$ cat config.mk
export PLATFORM = sky130hd
export DESIGN_NAME = instr_mem_loader_flat
export DESIGN_NICKNAME = d
export VERILOG_FILES = /design/src/rtl/instr_mem_loader_if.sv /design/src/rtl/instr_mem_loader.sv /design/src/flat_wrapper.sv
export SDC_FILE = /design/constraint.sdc
export NUM_CORES = 1
export LEC_CHECK = 0
export CAP_MARGIN = 20
export CORE_AREA = 2 2 122 124
export DETAILED_ROUTE_END_ITERATION = 6
export DIE_AREA = 0 0 124 126
export PLACE_DENSITY_LB_ADDON = 0.1
export SYNTH_ARGS = -nofsm -noshare
export SYNTH_HDL_FRONTEND = slang
export SYNTH_SLANG_ARGS = --single-unit
$ cat constraint.sdc
create_clock -name clk -period 2.7 [get_ports clk]
set_clock_uncertainty 0.1 [all_clocks]
set_input_delay 0.27 -clock clk [delete_from_list [all_inputs] [get_ports clk]]
set_output_delay 0.27 -clock clk [all_outputs]
set_load 0.02 [all_outputs]
$ cat src/rtl/instr_mem_loader_if.sv
// instr_mem_loader_if: byte stream in, instruction memory write port out
interface instr_mem_loader_if #(parameter int ADDR_WIDTH = 12, parameter int DATA_WIDTH = 32);
  logic in_valid;
  logic [7:0] in_data;
  logic in_ready;
  logic we;
  logic [ADDR_WIDTH-1:0] waddr;
  logic [DATA_WIDTH-1:0] wdata;
  modport master(input in_valid, in_data, output in_ready, we, waddr, wdata);
  modport slave(output in_valid, in_data, input in_ready, we, waddr, wdata);
endinterface

$ cat src/rtl/instr_mem_loader.sv
// instr_mem_loader: fills instruction memory from a length-prefixed byte stream, holding the core off meanwhile
module instr_mem_loader #(
  parameter int ADDR_WIDTH = 12,
  parameter int DATA_WIDTH = 32
) (
  input  logic clk,
  input  logic rst,
  input  logic i_start,
  instr_mem_loader_if.master bus,
  output logic o_cpu_hold,
  output logic o_done,
  output logic o_error
);
  typedef enum logic [2:0] {S_IDLE, S_LEN_LO, S_LEN_HI, S_DATA, S_WRITE, S_DONE, S_ERROR} state_t;
  localparam logic [16:0] CAP = 17'(1) << (ADDR_WIDTH - 2);
  state_t r_state, w_next;
  logic [7:0] r_cnt_lo;
  logic [15:0] r_count;
  logic [16:0] r_widx;
  logic [1:0] r_bidx;
  logic [23:0] r_word;
  logic [ADDR_WIDTH-1:0] r_waddr;
  logic [DATA_WIDTH-1:0] r_wdata;
  logic r_error;
  logic w_xfer;
  logic [15:0] w_count;
  logic [16:0] w_widx_nxt;
  assign w_xfer = bus.in_valid && bus.in_ready;
  assign w_count = {bus.in_data, r_cnt_lo};
  assign w_widx_nxt = r_widx + 17'd1;
  always_ff @(posedge clk)
    if (rst) r_state <= S_IDLE;
    else r_state <= w_next;
  always_comb begin
    w_next = S_IDLE;
    case (r_state)
      S_IDLE:   w_next = i_start ? S_LEN_LO : S_IDLE;
      S_LEN_LO: w_next = w_xfer ? S_LEN_HI : S_LEN_LO;
      S_LEN_HI: w_next = !w_xfer ? S_LEN_HI : {1'b0, w_count} > CAP ? S_ERROR :
                         w_count == 16'd0 ? S_DONE : S_DATA;
      S_DATA:   w_next = (w_xfer && r_bidx == 2'd3) ? S_WRITE : S_DATA;
      S_WRITE:  w_next = w_widx_nxt == {1'b0, r_count} ? S_DONE : S_DATA;
      default:  w_next = S_IDLE;
    endcase
  end
  always_comb begin
    bus.in_ready = r_state == S_LEN_LO || r_state == S_LEN_HI || r_state == S_DATA;
    bus.we = r_state == S_WRITE;
    bus.waddr = r_waddr;
    bus.wdata = r_wdata;
    o_cpu_hold = bus.in_ready || r_state == S_WRITE;
    o_done = r_state == S_DONE;
    o_error = r_error;
  end
  always_ff @(posedge clk)
    if (rst) begin
      r_cnt_lo <= '0;
      r_count <= '0;
      r_widx <= '0;
      r_bidx <= '0;
      r_word <= '0;
      r_waddr <= '0;
      r_wdata <= '0;
      r_error <= 1'b0;
    end else begin
      if (r_state == S_IDLE && i_start) begin
        r_error <= 1'b0;
        r_widx <= '0;
        r_bidx <= '0;
      end
      if (r_state == S_LEN_LO && w_xfer) r_cnt_lo <= bus.in_data;
      if (r_state == S_LEN_HI && w_xfer) begin
        r_count <= w_count;
        if ({1'b0, w_count} > CAP) r_error <= 1'b1;
      end
      // bytes shift in from the top so the first one ends up as the LSB
      if (r_state == S_DATA && w_xfer) begin
        r_bidx <= r_bidx + 2'd1;
        r_word <= {bus.in_data, r_word[23:8]};
        if (r_bidx == 2'd3) begin
          r_waddr <= {r_widx[ADDR_WIDTH-3:0], 2'b00};
          r_wdata <= {bus.in_data, r_word};
        end
      end
      if (r_state == S_WRITE) r_widx <= w_widx_nxt;
    end
endmodule

$ cat src/flat_wrapper.sv
// flat-port wrapper written by rule: the top's interface ports become plain ports
module instr_mem_loader_flat 
#(
  parameter int ADDR_WIDTH = 12,
  parameter int DATA_WIDTH = 32
)
  (clk, rst, i_start, o_cpu_hold, o_done, o_error, bus_in_valid, bus_in_data, bus_in_ready, bus_we, bus_waddr, bus_wdata);
  instr_mem_loader_if #(.ADDR_WIDTH(ADDR_WIDTH), .DATA_WIDTH(DATA_WIDTH)) bus_i ();
  input  logic clk;
  input  logic rst;
  input  logic i_start;
  output logic o_cpu_hold;
  output logic o_done;
  output logic o_error;
  input wire logic [$bits(bus_i.in_valid)-1:0] bus_in_valid;
  input wire logic [$bits(bus_i.in_data)-1:0] bus_in_data;
  output wire logic [$bits(bus_i.in_ready)-1:0] bus_in_ready;
  output wire logic [$bits(bus_i.we)-1:0] bus_we;
  output wire logic [$bits(bus_i.waddr)-1:0] bus_waddr;
  output wire logic [$bits(bus_i.wdata)-1:0] bus_wdata;
  assign bus_i.in_valid = bus_in_valid;
  assign bus_i.in_data = bus_in_data;
  assign bus_in_ready = bus_i.in_ready;
  assign bus_we = bus_i.we;
  assign bus_waddr = bus_i.waddr;
  assign bus_wdata = bus_i.wdata;
  instr_mem_loader #(.ADDR_WIDTH(ADDR_WIDTH), .DATA_WIDTH(DATA_WIDTH)) u_core (.clk(clk), .rst(rst), .i_start(i_start), .bus(bus_i), .o_cpu_hold(o_cpu_hold), .o_done(o_done), .o_error(o_error));
endmodule
==> reports/metrics.csv <==
metric;value;unit
crit_type;reg2reg;
portBuffers;58;
synth_largest_area_cell;dfxtp_1;
cts_buffers;17;
max_freq;0.404;GHz
ant_nets;0;
synth_top_cells_by_area;dfxtp_1, nand2_1, a21oi_1;
setup_violations;0;
whs;0.192;ns
die_w;124;um
cts.clk_slew.worst_paths;0.05;ns
gp_congestion;0.856;
r2r-end;u_core.r_state[1];
synthToLayoutAreaGrowth;29.2;%
ctsHtreeMaxLevel;4;
yosys.cell_types.count;45;
ir_drop;384;uV
grt_pass1_vias;4330;
clock_latency;0.41;ns
crit_fanout;13;
drt-vias-per-instance;5.06;
wl_per_cell;15.5;um
syn_area_per_cell;7.71;um2
crit_end;u_core.r_state[1];
routed_wl;13600;um
synth_edf_count;0;
leakage;2.16;nW
final_core_util;44.2;%
tritoncts;yes;
track_usage;18.8;%
grt_max_degree;44;
worst-slew-pin-transition;0.910;ns
worst-r2r-cell-count;7;
io-pin-count;61;
worstHoldPathType;in2reg;
post-route-drc-count;0;
syn_inst;635;
grt_remaining_overflow;0;
critPathLaunch;u_core.r_widx[0];
slew_viol_final;0;
holdBufCountCts;0;
core;14300;um2
drive_above_1_share;9.04;%
drt_iter0_drc;272;
synthArstFlopShare;0;%
hold_viol;0;
end_kind;flip-flop;
diodes;0;
cts-root-buf;clkbuf_16;
critPathLaunchType;flip-flop;
nNetsFinal;698;
reg2reg_from;u_core.r_widx[0];
powerDensity;695;nW/um2
netlist_area;4900;um2
initial_utilization;34.2;%
cap_viol_max_count;0;
synth_seq_area_share;46.2;%
synth_seq_cells;113;
period_minus_slack;2.47;ns
grt_antenna_before_repair;0;
grt_first_pass_wirelength;22600;um
die_h;126;um
status;completed;
yosysTopAreaCellShare;46.2;%
required;2.89;ns
dp_hpwl;9370;um
placedCellCount;849;
rsz0062_at_grt;no;
ys_warn_count;0;
min_period_over_period;91.7;%
first_pass_iters;5;
rrSetupSlack;0.23;ns
cts_max_path_buffers;2;
synthFlopType;dfxtp_1;
n_fill_cell;1446;
rows;44;
num_vias;4454;
clock-sinks;113;
setup_tns;0;ns
arrival;2.66;ns
fin_cells;881;
slew_headroom;39.3;%
fp.dieArea;15600;um2
-- metal layers --
layer  GRT usage (%)  vias up  part of all wire (%)  wire [um]
li1                -     2251                     -          -
met1            26.8     2074                    49       6730
met2            26.5      109                    43       5860
met3            5.07       20                   5.5        750
met4            8.20        0                   2.2        299
met5               0        -                     0          0
-- cells in the mapped netlist (4+ instances only) --
cell and instances:
and3_1 6, xnor2_1 17, or3_1 6, and4_1 5, nand3_1 7, buf_2 7, nand4_1 6, xor2_1 7
nor4_1 6, dfxtp_1 113, nor2_1 30, nand2_1 195, a21oi_1 109, nand3b_1 4, nor3_1 6, clkbuf_1 35
a22oi_1 6, buf_4 8, o21ai_0 17, a211oi_1 4
-- power by group --
part / internal (mW) / total (mW) / switching (mW)
Combinational: 0.0751 / 0.203 / 0.128
Sequential: 1.68 / 1.70 / 0.0171
Clock: 1.69 / 2.50 / 0.808
-- logic make-up after synthesis --
family,count (synthesis),share of synthesized area [%]
flops,113,46.2
compound gates,156,17.9
fa+ha+maj,2,0.511
buf+inv,53,4.85
other cells,1,0.0766
simple gates,286,26.2
xor+xnor,24,4.29
-- what timing repair did --
item                                    CTS  global route
setup buffers                             0             0
endpoints found under the setup margin    0             2
resized for setup                         0             2
-- sequential cells by signal, summed over array words and instances (netlist names) --
signal            cells
u_core.bus.waddr     10
u_core.o_error        1
u_core.r_widx        17
u_core.r_word        24
u_core.r_count       16
u_core.r_bidx         2
u_core.r_cnt_lo       8
u_core.r_state        3
u_core.bus.wdata     32
-- final cells by class --
class	instances	area [um2]	share of cell area, %
Clock inverter	12	205	3.24
Sequential cell	113	2260	35.7
Tap cell	184	230	3.64
Clock buffer	20	457	7.21
Timing Repair Buffer	79	748	11.8
Inverter	3	11.3	0.178
Multi-Input combinational cell	470	2420	38.2
-- through the flow --
stage	total power [mW]	instance area (um2)	worst slack, ns
2_1_floorplan	1.85	4900	0.589
3_3_place_gp	1.94	5650	0.245
3_5_place_dp	1.94	5650	0.0837
4_1_cts	4.44	6320	0.0641
5_1_grt	4.56	6330	0.0287
6_report	4.40	6330	0.225
-- critical path, stage by stage (launching register included) --
cell,delay [ns]
dfxtp_1,0.48
ha_1,0.35
nand3_4,0.20
and2_1,0.23
or3_1,0.34
a311oi_1,0.29
and4_1,0.28
o31ai_1,0.07
-- cell usage in the layout, fill, tap and decap left out, types with 3 or more instances in the layout --
| cell | n |
|---|---|
| nand2_1 | 195 |
| dfxtp_1 | 113 |
| a21oi_1 | 109 |
| clkdlybuf4s50_1 | 57 |
| nor2_1 | 30 |
| buf_4 | 21 |
| xnor2_1 | 17 |
| o21ai_0 | 17 |
| clkbuf_16 | 17 |
| xor2_1 | 7 |
| nand3_1 | 7 |
| and3_1 | 6 |
| nor3_1 | 6 |
| or3_1 | 6 |
| nand4_1 | 6 |
| a22oi_1 | 6 |
| and4_1 | 5 |
| nor4_1 | 5 |
| bufinv_16 | 5 |
| nand3b_1 | 4 |
| a211oi_1 | 4 |
| o211ai_1 | 3 |
| a31oi_1 | 3 |
| or4_1 | 3 |
| a311oi_1 | 3 |
| clkinv_4 | 3 |
-- how the worst min path moves through the flow --
stage / from / endpoint / cells after the start
floorplan: bus_in_data[0] / u_core.r_cnt_lo[0] / 2
global placement: u_core.bus.wdata[1] / u_core.bus.wdata[1] / 2
detailed placement: u_core.bus.waddr[2] / u_core.bus.waddr[2] / 2
CTS: rst / u_core.o_error / 2
global route: rst / u_core.bus.wdata[22] / 2
finish: rst / u_core.o_error / 2
(Power assumes the default switching activity.)
